<file path="src/rtl/dmem_arb_pkg.sv">
// Shared types and constants for the Data_Memory port arbiter.
// Optional statistics outputs are enabled with DMEM_ARB_STATS_EN.
package dmem_arb_pkg;

    typedef enum logic [1:0] {
        IDLE    = 2'd0,
        CPU_ACC = 2'd1,
        DBG_ACC = 2'd2
    } arb_state_t;

    localparam logic [1:0] WCMD_BYTE = 2'b00;
    localparam logic [1:0] WCMD_HALF = 2'b01;
    localparam logic [1:0] WCMD_WORD = 2'b10;

    localparam int STARVE_LIMIT_DEFAULT = 8;

endpackage

</file>
<file path="src/rtl/dmem_arb_starve_ctr.sv">
// Saturating 8-bit count of cycles the debug requester has been kept waiting.
// Clear dominates increment; limit_hit flags that debug must win the next grant.
module dmem_arb_starve_ctr
    import dmem_arb_pkg::*;
#(
    parameter int STARVE_LIMIT = STARVE_LIMIT_DEFAULT
) (
    input  logic clk,
    input  logic resetn,
    input  logic inc,
    input  logic clr,
    output logic limit_hit
);

    localparam logic [7:0] LIMIT_8 = 8'(STARVE_LIMIT);

    logic [7:0] cnt;

    always_ff @(posedge clk or negedge resetn) begin
        if (!resetn) begin
            cnt <= 8'd0;
        end else if (clr) begin
            cnt <= 8'd0;
        end else if (inc && (cnt != 8'hFF)) begin
            cnt <= cnt + 8'd1;
        end
    end

    assign limit_hit = (cnt >= LIMIT_8);

endmodule

</file>
<file path="src/rtl/dmem_arbiter.sv">
// Two-requester arbiter for the single Data_Memory port: CPU has priority,
// debug is protected from starvation. DMEM_ARB_STATS_EN adds stat_* counters.
module dmem_arbiter
    import dmem_arb_pkg::*;
#(
    parameter int ADDR_W       = 32,
    parameter int DATA_W       = 32,
    parameter int STARVE_LIMIT = STARVE_LIMIT_DEFAULT
) (
    input  logic              clk,
    input  logic              resetn,
    input  logic              cpu_req,
    input  logic              cpu_we,
    input  logic [ADDR_W-1:0] cpu_addr,
    input  logic [DATA_W-1:0] cpu_wdata,
    input  logic [1:0]        cpu_wcmd,
    output logic              cpu_ack,
    output logic [DATA_W-1:0] cpu_rdata,
    output logic              cpu_stall,
    input  logic              dbg_req,
    input  logic              dbg_we,
    input  logic [ADDR_W-1:0] dbg_addr,
    input  logic [DATA_W-1:0] dbg_wdata,
    output logic              dbg_ack,
    output logic [DATA_W-1:0] dbg_rdata,
    output logic [ADDR_W-1:0] mem_addr,
    output logic              mem_we,
    output logic [DATA_W-1:0] mem_wdata,
    output logic [1:0]        mem_wcmd,
    input  logic [DATA_W-1:0] mem_rdata
`ifdef DMEM_ARB_STATS_EN
    ,
    output logic [31:0]       stat_cpu_stall_cycles,
    output logic [15:0]       stat_dbg_grants
`endif
);

    arb_state_t state;
    arb_state_t next_state;
    logic       eff_cpu;
    logic       eff_dbg;
    logic       starve_hit;

    // A requester sitting in its access cycle is done; it must not re-win now.
    assign eff_cpu = cpu_req & (state != CPU_ACC);
    assign eff_dbg = dbg_req & (state != DBG_ACC);

    dmem_arb_starve_ctr #(
        .STARVE_LIMIT(STARVE_LIMIT)
    ) u_starve_ctr (
        .clk       (clk),
        .resetn    (resetn),
        .inc       (dbg_req & (state != DBG_ACC)),
        .clr       (~dbg_req | (next_state == DBG_ACC)),
        .limit_hit (starve_hit)
    );

    always_ff @(posedge clk or negedge resetn) begin
        if (!resetn) begin
            state <= IDLE;
        end else begin
            state <= next_state;
        end
    end

    always_comb begin
        next_state = IDLE;
        mem_addr   = '0;
        mem_we     = 1'b0;
        mem_wdata  = '0;
        mem_wcmd   = 2'b00;
        cpu_ack    = 1'b0;
        cpu_rdata  = '0;
        dbg_ack    = 1'b0;
        dbg_rdata  = '0;

        if (starve_hit && eff_dbg) begin
            next_state = DBG_ACC;
        end else if (eff_cpu) begin
            next_state = CPU_ACC;
        end else if (eff_dbg) begin
            next_state = DBG_ACC;
        end

        case (state)
            CPU_ACC: begin
                mem_addr  = cpu_addr;
                mem_we    = cpu_we;
                mem_wdata = cpu_wdata;
                mem_wcmd  = cpu_wcmd;
                cpu_ack   = 1'b1;
                cpu_rdata = mem_rdata;
            end
            DBG_ACC: begin
                mem_addr  = dbg_addr;
                mem_we    = dbg_we;
                mem_wdata = dbg_wdata;
                mem_wcmd  = WCMD_WORD;
                dbg_ack   = 1'b1;
                dbg_rdata = mem_rdata;
            end
            default: ;
        endcase
    end

    // Gated by resetn so every output is low while reset is held.
    assign cpu_stall = resetn & cpu_req & ~cpu_ack;

`ifdef DMEM_ARB_STATS_EN
    always_ff @(posedge clk or negedge resetn) begin
        if (!resetn) begin
            stat_cpu_stall_cycles <= 32'd0;
            stat_dbg_grants       <= 16'd0;
        end else begin
            if (cpu_stall) begin
                stat_cpu_stall_cycles <= stat_cpu_stall_cycles + 32'd1;
            end
            if (state == DBG_ACC) begin
                stat_dbg_grants <= stat_dbg_grants + 16'd1;
            end
        end
    end
`endif

endmodule

</file>
<file path="config.mk">
export PLATFORM = sky130hd
export DESIGN_NAME = dmem_arbiter
export DESIGN_NICKNAME = d
export VERILOG_FILES = /design/src/rtl/dmem_arb_pkg.sv /design/src/rtl/dmem_arb_starve_ctr.sv /design/src/rtl/dmem_arbiter.sv
export SDC_FILE = /design/constraint.sdc
export NUM_CORES = 1
export LEC_CHECK = 0
export ABC_AREA = 1
export BUFFER_PORTS_ARGS = -buffer_cell sky130_fd_sc_hd__buf_2
export CAP_MARGIN = 10
export CORE_AREA = 2 2 117 119
export CTS_BUF_LIST = sky130_fd_sc_hd__clkbuf_8 sky130_fd_sc_hd__clkbuf_16
export CTS_CLUSTER_SIZE = 12
export DETAILED_ROUTE_END_ITERATION = 16
export DIE_AREA = 0 0 119 121
export PLACE_DENSITY = 0.58
export SETUP_SLACK_MARGIN = 0.1
export SLEW_MARGIN = 10
export SYNTH_ARGS = -nofsm -noshare
export SYNTH_HDL_FRONTEND = slang
export SYNTH_SLANG_ARGS = --single-unit
</file>
<file path="constraint.sdc">
create_clock -name clk -period 1.63 [get_ports clk]
set_input_delay 0.4075 -clock clk [delete_from_list [all_inputs] [get_ports clk]]
set_output_delay 0.4075 -clock clk [all_outputs]
set_load 0.02 [all_outputs]
</file>
### Word-level counts from Yosys, hierarchy flattened

Index checks and enable logic that the tools add are counted.

| storage, ports and cells | value |
|---|---|
| register bits after elaboration | 10 |
| bits of input ports | 168 |
| output and inout bits | 134 |
| logic and storage cells | 33 |

| operators by class | value |
|---|---|
| $add $sub $neg | 1 |
| order comparisons | 1 |
| equality and inequality tests | 6 |
| muxes and demuxes | 13 |
| bitwise operators | 7 |
| reductions and logical operators | 3 |

Operators by type and width:

| cell | number |
|---|---|
| $pmux 32 s2 | 2 |
| $mux 32 | 2 |
| $mux 8 | 2 |
| $add 8x1->8 const B | 1 |
| $ge 8x4->1 const B | 1 |
| $ne 8x8->1 const B | 1 |
| $mux 2 | 3 |
| $and 1x1->1 | 4 |
| $eq 2x2->1 const B | 2 |
| $pmux 2 s2 | 1 |
| $eq 2x1->1 const B | 1 |
| $logic_and 1x1->1 | 2 |
| $mux 1 | 2 |
| $ne 2x1->1 const B | 1 |
| $ne 2x2->1 const B | 1 |
| $not 1->1 | 2 |
| $pmux 1 s2 | 1 |
| $reduce_bool 2->1 | 1 |
| $or 1x1->1 | 1 |

### Depth between registers and ports, before layout

Gate-level depths: netlist of run 1.

| logic depth | value |
|---|---|
| depth after elaboration | 8 |
| gate-level depth with buffers | 9 |

### Modules after synthesis

Synthesis of run 1 repeated with hierarchy kept, for this count alone.

| second synthesis, totals | value |
|---|---|
| cells, all modules | 451 |
| area, all modules | 2,192.1 um^2 |

By module, submodules not included:

| module | times used | cells each | area an instance (um^2) | sequential area each (um^2) |
|---|---|---|---|---|
| dmem_arbiter | 1 | 377 | 1,641.6 | 50.0 |
| dmem_arb_starve_ctr | 1 | 74 | 550.5 | 200.2 |

### Worst setup path before layout of run 1

Ideal clock, no wire load.

| timing | value |
|---|---|
| kind | register to output |
| start | reg state[0] |
| end | out mem_wdata[10] |
| data arrival time | 1.490 ns |
| required time | 1.222 ns |
| setup slack | -0.267 ns |
| stages on the path, launching flop included | 7 |
| cell sequence | dfrtp_1 inv_1 ha_1 clkbuf_8 buf_2 nand2_1 a21oi_1 |

| on the way | value |
|---|---|
| cells in the longest elaborated chain, start to end | 2 |

Ends and longest elaborated chain:

| element | RTL line | text |
|---|---|---|
| start, declared | dmem_arbiter.sv:38 | `arb_state_t state;` |
| start signal, assigned | dmem_arbiter.sv:62 | `state <= next_state;` |
| $eq 2x2->1 / $eq 2x1->1 (equally long branches) | dmem_arbiter.sv:85 | `case (state)` |
| $pmux 32 s2 * | dmem_arbiter.sv:85 |  |
| end, declared | dmem_arbiter.sv:28 | `output logic [DATA_W-1:0] mem_wdata,` |

Every way passes the cells marked *; elsewhere a longest branch is shown, timed or not.

### Worst setup path after layout of run 1

| timing | value |
|---|---|
| start | reg state[1] |
| end | out mem_addr[31] |

| on the way | value |
|---|---|
| cells in the longest elaborated chain, start to end | 2 |

Ends and longest elaborated chain:

| element | RTL line | text |
|---|---|---|
| $eq 2x2->1 / $eq 2x1->1 (equally long branches) | dmem_arbiter.sv:85 |  |
| $pmux 32 s2 * | dmem_arbiter.sv:85 |  |
| end, declared | dmem_arbiter.sv:26 | `output logic [ADDR_W-1:0] mem_addr,` |

Marked as above.

==> summary.md, run 1 <==
| Metric | Value |
|---|---|
| TritonCTS clock tree | done |
| Final setup viols | 134 |
| Worst setup EP type | output port |
| CP required | 1220 ps |
| Grt ovf | 0 |
| Relative slew slack | 0.889 |
| Hold Vio Cnt, Final | 0 |
| Total Power | 0.00349 W |
| First-pass iteration count of the detailed router | 4 |
| Via count | 3876 |
| Largest net degree at the start of global routing | 28 |
| IO buf count | 301 |
| Pwr/cell area | 561 mW/mm^2 |
| Clk_skew | 0.972 ps |
| Inst Count DP | 892 |
| Element type at the critical path start | flip-flop |
| Clock Latency Late Sink | 230 ps |
| Final Critical Period | 1980 ps |
| Max Slew Vio Count | 0 |
| Kind of critical path | flip-flop to output port |
| Num CTS Buffers | 3 |
| CTS Buffer Depth | 2 |
| Worst IR Drop VDD | 0.000396 V |
| Area contributors post-synth | nand2_1 (39%), a21oi_1 (17%), inv_1 (14%) |
| Core Area | 0.0131 sq mm |
| Hold Crit Class | input port to async pin |
| Failing checks | setup timing |
| GR peak layer | met2 |
| Post-synthesis cell type with the largest combined area | nand2_1 |
| Final Non-Filler Cells | 921 |
| WL final | 13600 microns |
| #FFs+latches synth | 10 |
| ANT nets after route | 0 |
| Number of global-route vias before repair | 3536 |
| Via-to-Cell Ratio | 4.21 |
| ANT cells | 0 |
| GP Congestion | 0.839 |
| # Max-Cap Violations | 0 |
| HPWL after DPL | 8590 microns |
| Die height | 121 microns |
| Ys Warns | 0 |
| WL/cell | 14.7 microns |
| Share of post-route cells with drive strength above 1 | 0.774 |
| Synth top area share | 0.388 |
| CP Max Fanout | 8 |
| # IOs | 302 |
| Sequential area share after synthesis | 0.124 |
| Row cnt | 42 |
| Setup TNS Final | -36150 ps |
| Drt initial violations | 129 |
| GR Util met3 | 0.0221 |
| Layout area overhead | 209% |
| CTS clk-pin slew, worst paths | 40 ps |
| Final period utilization | 1.22 |
| Clk sink count | 10 |
| Die area | 0.0144 sq mm |
| First-pass GRT wire length | 17400 microns |
| Net count, final | 919 |
| Measured slew at the worst slew-check pin | 167 ps |
| CTS root buf | clkbuf_16 |
| Unrepaired setup endpoints after global routing | true |
| Met1 GRT Util | 0.178 |
| Status | finished, violations left |
| H-tree Lvls | 1 |
| GRT met2 Usage | 0.273 |
| Initial antenna violation count | 0 |
| Mean area per synthesized cell | 4.79 sq um |
| Syn Std Cell Area | 0.00201 sq mm |
| Number of library cell types mapped by synthesis | 20 |
| DRC violations left | 0 |
| Max Fclk | 0.504 GHz |
| Post-synthesis net count | 592 |
| GRT Total Usage | 0.146 |
| Starting Density | 0.154 |
| Worst EP arrival | 1580 ps |
| Synthesized netlist cell count | 420 |
| Setup WS post-layout | -355 ps |
| Die Wd | 119 microns |
| LEAKAGE | 3.31 nW |
==> cell type report <==
type / instances / area, sq um
fillers: 1225 / 6870
repair buffers: 351 / 3100
multi-input cells: 305 / 2280
inverters: 76 / 288
flip-flops and latches: 10 / 250
well taps: 176 / 220
clock buffers: 3 / 75.1
==> per-stage QoR <==
step / hold slack, ps / setup WS, ps / util / cell area (sq um)
after global placement: 357 / -97.0 / 0.337 / 4410
final: 103 / -355 / 0.475 / 6210
after global routing: 128 / -410 / 0.475 / 6210
after CTS: 105 / -354 / 0.401 / 5240
after detailed placement: 354 / -117 / 0.337 / 4410
after floorplan: 112 / -76.7 / - / 2640
==> layout by cell type, fill, tap and decap left out, types with 2 or more instances in the layout <==
cell / Yosys / final
dfrtp_1: 10 / 10
buf_4: 4 / 32
buf_6: 0 / 102
a21oi_4: 0 / 32
nor2_2: 1 / 2
a21oi_2: 0 / 35
nand2_1: 208 / 122
nor2_4: 0 / 3
nor2_1: 13 / 9
buf_16: 0 / 6
inv_2: 0 / 56
nand2_2: 2 / 47
buf_12: 0 / 19
nand2_4: 1 / 42
nand3_1: 3 / 3
clkbuf_16: 0 / 11
buf_2: 21 / 180
inv_1: 76 / 19
ha_1: 4 / 2
ha_4: 0 / 2
buf_8: 0 / 4
==> power breakdown <==
part	switching [W]	internal, W	total [W]
Clock	0.000106	0.000317	0.000423
Combinational	0.00145	0.00134	0.00279
Sequential	0.00000899	0.000258	0.000267
==> final timing paths <==
check                                                start                               to  slack, ps  cells after the start
min reg2reg                u_starve_ctr.cnt[5]$_DFFE_PN0P_  u_starve_ctr.cnt[5]$_DFFE_PN0P_        490                      2
max in group asynchronous                           resetn  u_starve_ctr.cnt[5]$_DFFE_PN0P_       1380                      2
min                                                 resetn  u_starve_ctr.cnt[2]$_DFFE_PN0P_        100                      2
max                                     state[1]$_DFF_PN0_                     mem_addr[31]       -350                      7
max reg2reg                             state[1]$_DFF_PN0_  u_starve_ctr.cnt[3]$_DFFE_PN0P_        100                     10
min in group clk                                   cpu_req               state[0]$_DFF_PN0_        480                      3
==> per-layer routing <==
metal  vias up  wire length [microns]
met5         -                      0
met3        20                    814
met2       174                   7190
met1      1783                   5350
met4         0                    209
li1       1899                      -
==> cell usage after synthesis (all sizes together) <==
library cell  count
nor2             15
nand2           211
clkbuf            3
ha                4
buf              26
nand3             4
a21o              1
a21oi            68
inv              76
dfrtp            10
nor3              1
nand4             1
==> registers in the layout, indices dropped and copies added (netlist names) <==
register          flops
state                 2
u_starve_ctr.cnt      8
==> critical path, cell delays in order (launching register included) <==
cell and delay, ps:
dfrtp_1 410, inv_2 80, ha_4 220, buf_12 140, buf_16 140, nand2_2 60, a21oi_2 150, buf_6 140
==> kinds of logic (layout without fill, tap and decap cells) <==
logic type,count (synthesis),in the layout,share of synthesized area
and+or+nand+nor,232,232,0.456
buffers and inverters,105,430,0.222
AOI/OAI and AO/OA,69,69,0.174
DFF,10,10,0.124
adders and majority gates,4,4,0.0249
==> timing repair <==
| action | in CTS | in global routing |
|---|---|---|
| cloned | 6 | 11 |
| setup buffers | 5 | 4 |
| hold buffers | 0 | 0 |
| endpoints found under the setup margin | 138 | 144 |
| gates resized for setup | 174 | 195 |
| pin swaps | 9 | 18 |
| endpoints found under the hold margin | 0 | 0 |
(Power assumes the default switching activity.)
==> inputs of run 2 (changes only) <==
ABC_AREA = 0   (was 1)
CORE_AREA = 8 8 110 112   (was 2 2 117 119)
DIE_AREA = 0 0 118 120   (was 0 0 119 121)
PLACE_DENSITY = 0.63   (was 0.58)
==> run 2 against run 1 <==
Effect of this change: the flow still finishes with violations (setup timing); synthesized area down 20%; clock power fell by 42%; via count decreased by 22%; non-clock buffer count is 8 lower; fmax decreased by 7.4%; count of clock-buffer cells in the layout stayed put; highest routed layer unchanged; critical path type unchanged; hold slack worse by 0.74 ps.
==> summary.md, run 2 <==
| Metric | Value |
|---|---|
| HPWL after DPL | 9620 microns (+12%) |
| Worst IR Drop VDD | 0.000404 V (+2.1%) |
| Clock network fraction of design power | 0.093 (-0.028) |
| WL/cell | 20.7 microns (+40%) |
| Clk sink count | 10 (unchanged) |
| Ys Warns | 0 (unchanged) |
| Sequential area share after synthesis | 0.155 (+0.0305) |
| P_int | 0.00162 W (-16%) |
| Worst setup EP type | output port |
| Hold Vio Cnt, Final | 0 (unchanged) |
| Max Slew Vio Count | 0 (unchanged) |
| Critical-path cell list | ha_4, and2b_4, clkbuf_16, a22o_4, buf_6 |
| Critical path's largest stage delay | 400 ps (about the same) |
| Max Fclk | 0.467 GHz (-7.4%) |
| Sw power | 0.00103 W (-34%) |
| Layout area overhead | 242% |
| Syn Std Cell Area | 0.00162 sq mm (-20%) |
| Inst Count DP | 640 (-28%) |
| Measured slew at the worst slew-check pin | 291 ps (+123 ps) |
| DRC violations left | 0 (unchanged) |
| Unrepaired setup endpoints after global routing | true |
| Via-to-Cell Ratio | 4.47 (+6.3%) |
| Die height | 120 microns (-0.83%) |
| Seq. cell area | 250 sq um (unchanged) |
| CTS Buffer Depth | 2 (unchanged) |
| Row cnt | 38 (-9.5%) |
| Most frequent cells in the layout | buf_2 (167), buf_6 (139), a22o_4 (57), and2_4 (43), and2_1 (22) |
| Final Non-Filler Cells | 672 (-27%) |
| First-pass GRT wire length | 19000 microns (+9.4%) |
| CTS clk-pin slew, worst paths | 40 ps (about the same) |
| Synth top area share | 0.352 (-0.0359) |
| Setup WS post-layout | -512 ps (-158 ps) |
| Worst R2R Path Depth | 9 (-1) |
| H-tree Lvls | 1 (unchanged) |
| Number of flops mapped to enable cells by yosys | 0 (unchanged) |
| CP top delay family | flip-flops |
| Area contributors post-synth | a22o_1 (35%), and2_1 (25%), dfrtp_1 (15%) |
| ANT nets after route | 0 (unchanged) |
| Die Wd | 118 microns (-0.84%) |
| Net count, final | 706 (-23%) |
| ANT cells | 0 (unchanged) |
| Worst EP arrival | 1730 ps (+150 ps) |
| Num CTS Buffers | 3 (unchanged) |
| Utilization after layout | 0.525 (+0.0503) |
| Crit path max-delay cell type | dfrtp_1 |
| Max reg flops | 8 (unchanged) |
| Post-synthesis net count | 377 (-36%) |
| Grt ovf | 0 (unchanged) |
| Clk_skew | 1.21 ps (+0.242 ps) |
| Flop pwr share | 0.099 (+0.022) |
| WL final | 13900 microns (+2.4%) |
| Worst Path Buf+Inv | 2 (-2) |
| Comb pwr share | 0.808 (+0.006) |
| Relative slew slack | 0.805 (-0.0837) |
| Biggest regs | u_starve_ctr.cnt (8), state (2) |
| LEAKAGE | 2.94 nW (-11%) |
| Dominant synthesized flop cell | dfrtp_1 |
| # IOs | 302 (unchanged) |
| Synthesized netlist cell count | 205 (-51%) |
| Area occupied by multi-input gates | 0.00196 sq mm (-14%) |
| Starting Density | 0.154 (about the same) |
| #FFs+latches synth | 10 (unchanged) |
| Kind of critical path | flip-flop to output port |
| Die area | 0.0142 sq mm (-1.7%) |
| Share of post-route cells with drive strength above 1 | 0.874 (+0.0996) |
| Post-synthesis cell type with the largest combined area | a22o_1 |
| Commonest cells in the netlist | a22o_1 (65), and2_1 (65), buf_2 (10), dfrtp_1 (10), nor2_1 (10) |
| Core Area | 0.0105 sq mm (-20%) |
| Final setup viols | 144 (+7.5%) |
| CP required | 1220 ps (about the same) |
| Pwr/cell area | 479 mW/mm^2 (-15%) |
| Hold Crit Class | input port to async pin |
| GRT Total Usage | 0.165 (+0.0193) |
| Drt initial violations | 95 (-26%) |
| CTS root buf | clkbuf_8 |
| Commonest non-fill, non-tap cell in the layout | buf_2 |
| Failing checks | setup timing |
| Initial antenna violation count | 0 (unchanged) |
| Most flops, register | u_starve_ctr.cnt |
| Mean area per synthesized cell | 7.88 sq um (+65%) |
| TritonCTS clock tree | done |
| GP Congestion | 0.834 (-0.61%) |
| Element type at the critical path start | flip-flop |
| Clock Latency Late Sink | 230 ps (about the same) |
| Status | finished, violations left |
| # Max-Cap Violations | 0 (unchanged) |
| Share of flip-flops with an asynchronous set or reset | 1.00 (unchanged) |
| Largest net degree at the start of global routing | 29 (+3.6%) |
| IO buf count | 301 (unchanged) |
| Fill count | 925 (-24%) |
| Number of global-route vias before repair | 3119 (-12%) |
| Final period utilization | 1.31 (+0.0967) |
| First-pass iteration count of the detailed router | 4 (unchanged) |
| CP Max Fanout | 7 (-1) |
| Switch share | 0.389 (-0.0604) |
| CP Depth | 5 (-2) |
| Number of library cell types mapped by synthesis | 26 (+30%) |
| Final Critical Period | 2140 ps (+158 ps) |
| Via count | 3005 (-22%) |
-- run 2: cell types whose count changed after synthesis, sizes merged, moves of 2 or more --
cell    delta
a22o      +65
and2      +65
a41oi      +2
and2b      +2
nand3      -2
a21oi     -63
nor2       -5
nand2b     +2
clkbuf     +6
nand2    -209
buf       -15
inv       -71
-- run 2: layout make-up --
class / instances / share of cell area
Timing Repair Buffer: 343 / 0.556
Multi-Input combinational cell: 171 / 0.356
Tap cell: 140 / 0.0317
Inverter: 5 / 0.00340
Sequential cell: 10 / 0.0454
Clock buffer: 3 / 0.00748
-- run 2: power groups by stage --
stage          Sequential [W]  Clock (W)  Combinational (W)
4_1_cts              0.000263   0.000259            0.00193
2_1_floorplan        0.000267          0           0.000863
3_5_place_dp         0.000268          0            0.00142
5_1_grt              0.000263   0.000276            0.00223
6_report             0.000262   0.000246            0.00213
3_3_place_gp         0.000267          0            0.00140
-- run 2: worst paths after layout --
| kind | to | start | slack, ps |
|---|---|---|---|
| min reg2reg | u_starve_ctr.cnt[1]$_DFFE_PN0P_ | u_starve_ctr.cnt[1]$_DFFE_PN0P_ | 570 |
| min in group clk | u_starve_ctr.cnt[5]$_DFFE_PN0P_ | dbg_req | 540 |
| min | u_starve_ctr.cnt[6]$_DFFE_PN0P_ | resetn | 100 |
| max | mem_wdata[7] | state[1]$_DFF_PN0_ | -510 |
| max in group asynchronous | u_starve_ctr.cnt[0]$_DFFE_PN0P_ | resetn | 1380 |
| max reg2reg | u_starve_ctr.cnt[2]$_DFFE_PN0P_ | state[0]$_DFF_PN0_ | -210 |
-- run 2: kinds of logic after synthesis --
family / count (synthesis) / synth area share
XOR/XNOR: 1 / 0.00542
AND/OR/NAND/NOR: 89 / 0.340
adder cells (fa/ha/maj): 4 / 0.0310
buffers and inverters: 25 / 0.0658
flip-flops: 10 / 0.155
AO/OA/AOI/OAI: 76 / 0.403
-- run 2: layer usage --
layer	up-vias	wire, microns	track usage
li1	1416	-	-
met1	1441	5090	0.183
met2	138	7770	0.318
met3	10	914	0.0418
met4	0	115	0.0216
met5	-	0	0
-- run 2: repair_timing --
action	in CTS	in global routing
resized for setup	248	98
hold buffers	0	0
buffers inserted	9	3
cloned	8	11
pin swaps	2	31
endpoints found under the setup margin	144	144
-- run 2: through the flow --
step | setup WS, ps | setup TNS, ps | cell area (sq um) | hold WS [ps] | power (W)
global route | -586 | -59920 | 5520 | 115 | 0.00277
floorplan | -199 | -11880 | 2260 | 112 | 0.00113
finish | -512 | -51280 | 5520 | 103 | 0.00264
detailed placement | -368 | -23450 | 3940 | 346 | 0.00168
CTS | -552 | -53430 | 5050 | 95.4 | 0.00245
global placement | -335 | -20770 | 3940 | 343 | 0.00166
==> inputs of run 3 (changes only) <==
clock period = 2.56 ns   (was 1.63 ns; I/O delays follow)
==> run 3 against run 2 <==
Effect of this change: the run now ends clean; count of clock-buffer cells in the layout unchanged; setup slack better by 640 ps; clock power down 34%; core utilization down 20 points.
==> summary.md, run 3 (same netlist as run 2, synthesis figures left out) <==
| Metric | Value |
|---|---|
| Status | completed |
| WL final | 12100 microns (-13%) |
| Final period utilization | 0.950 |
| Hold Crit Class | input port to async pin |
| Hold Buf Count CTS | 0 (unchanged) |
| Net count, final | 672 (-4.8%) |
| Die area | 0.0142 sq mm (unchanged) |
| Max reg flops | 8 (unchanged) |
| GP Congestion | 0.883 (+5.9%) |
| Worst IR Drop VDD | 0.000233 V (-42%) |
| Utilization after layout | 0.327 (-0.198) |
| WL/cell | 19.0 microns (-8.0%) |
| Number of global-route vias before repair | 2839 (-9.0%) |
| CP Max Fanout | 30 (+23) |
| Max Fclk | 0.411 GHz |
| # Max-Cap Violations | 0 (unchanged) |
| Core Area | 0.0105 sq mm (unchanged) |
| Kind of critical path | flip-flop to output port |
| First-pass iteration count of the detailed router | 4 (unchanged) |
| First-pass GRT wire length | 17700 microns (-6.8%) |
| DRC violations left | 0 (unchanged) |
| Element type at the critical path start | flip-flop |
| Fill count | 1139 (+23%) |
| ANT nets after route | 0 (unchanged) |
| Relative slew slack | 0.753 (-0.0515) |
| Clk sink count | 10 (unchanged) |
| Clk_skew | 0.532 ps (-0.681 ps) |
| Max Slew Vio Count | 0 (unchanged) |
| CTS root buf | clkbuf_8 |
| Num CTS Buffers | 3 (unchanged) |
| Measured slew at the worst slew-check pin | 370 ps (+79.4 ps) |
| Hold Vio Cnt, Final | 0 (unchanged) |
| Largest net degree at the start of global routing | 37 (+28%) |
| Most flops, register | u_starve_ctr.cnt |
| Setup slack at placement | 278 ps (+646 ps) |
| Final setup viols | 0 (-100%) |
| CP required | 1920 ps (+700 ps) |
| Drt initial violations | 284 (+200%) |
| CTS clk-pin slew, worst paths | 50 ps (about the same) |
| Most frequent cells in the layout | buf_2 (295), and2_1 (65), a22o_1 (60), nor2_1 (10), dfrtp_1 (10) |
| Grt ovf | 0 (unchanged) |
| Initial antenna violation count | 1 (+1) |
| Share of post-route cells with drive strength above 1 | 0.651 (-0.223) |
| IO buf count | 301 (unchanged) |
| Row cnt | 38 (unchanged) |
| Biggest regs | u_starve_ctr.cnt (8), state (2) |
| LEAKAGE | 2.15 nW (-27%) |
| H-tree Lvls | 1 (unchanged) |
| Commonest non-fill, non-tap cell in the layout | buf_2 |
| Die height | 120 microns (unchanged) |
| HPWL after DPL | 10500 microns (+9.4%) |
| ANT cells | 0 (unchanged) |
| Setup TNS Final | 0 ps (+51280 ps) |
| # IOs | 302 (unchanged) |
| Worst setup EP type | output port |
| Clock Latency Late Sink | 230 ps (about the same) |
| CTS Buffer Depth | 2 (unchanged) |
| Pwr/cell area | 326 mW/mm^2 (-32%) |
| Worst EP arrival | 1790 ps (+60 ps) |
| Slack of the worst reg-to-reg path | 780 ps (+990 ps) |
| Die Wd | 118 microns (unchanged) |
| GRT Total Usage | 0.156 (-0.00909) |
| Via-to-Cell Ratio | 4.47 (about the same) |
| Via count | 2854 (-5.0%) |
| Setup WS post-layout | 128 ps (+641 ps) |
| Layout area overhead | 113% |
| Starting Density | 0.154 (unchanged) |
| Unrepaired setup endpoints after global routing | true |
| TritonCTS clock tree | done |
| Final Critical Period | 2430 ps |
## run 3: cell types whose count changed in the layout (fill, tap and decap cells not counted), sizes merged
| cell | previous run | this run |
|---|---|---|
| and2b | 3 | 2 |
| bufbuf | 2 | 0 |
| buf | 334 | 310 |
| clkbuf | 10 | 3 |
## run 3: cell type report
cell class	count	area [sq um]	share of cell area
repair buffers	310	1650	0.479
multi-input cells	170	1310	0.380
flip-flops and latches	10	250	0.0728
well taps	140	175	0.0509
clock buffers	3	41.3	0.0120
inverters	5	18.8	0.00546
## run 3: through the flow
stage,std cells,total power [W],hold WS (ps),area [sq um]
floorplan,205,0.000585,344,1620
global placement,632,0.000935,519,3310
detailed placement,632,0.000941,523,3310
CTS,638,0.00112,274,3370
global route,638,0.00118,282,3440
finish,638,0.00112,270,3440
## run 3: final timing paths
check                                           startpoint                               to  cells after the start
max                                     state[0]$_DFF_PN0_                    mem_wdata[14]                      6
min                                                 resetn  u_starve_ctr.cnt[3]$_DFFE_PN0P_                      1
max reg2reg                             state[0]$_DFF_PN0_  u_starve_ctr.cnt[2]$_DFFE_PN0P_                      6
min reg2reg                u_starve_ctr.cnt[5]$_DFFE_PN0P_  u_starve_ctr.cnt[5]$_DFFE_PN0P_                      2
max in group asynchronous                           resetn  u_starve_ctr.cnt[2]$_DFFE_PN0P_                      1
min in group clk           u_starve_ctr.cnt[5]$_DFFE_PN0P_  u_starve_ctr.cnt[5]$_DFFE_PN0P_                      2
## run 3: power breakdown
| part | internal [W] | switching, W | leakage [nW] |
|---|---|---|---|
| clock network | 0.000103 | 0.0000591 | 0.0216 |
| logic | 0.000335 | 0.000457 | 1.99 |
| registers | 0.000163 | 0.00000321 | 0.137 |
| total | 0.000601 | 0.000520 | 2.15 |
## run 3: critical path, cell delays in order, from the launching register on
cell     delay (ps)
dfrtp_1         350
inv_1            50
ha_1            300
and2b_4         310
buf_12          180
a22o_1          190
buf_2           170
## run 3: timing repair
action / CTS / global route
resized for setup: 2 / 13
pin swaps: 0 / 1
hold endpoints to repair: 0 / 0
setup buffers: 3 / 0
endpoints found under the setup margin: 53 / 55
## run 3: layer usage
layer  share of wire  global-route usage
met2            0.50               0.271
met4          0.0019              0.0120
met3           0.079              0.0418
met5          0.0011                   0
met1            0.42               0.197
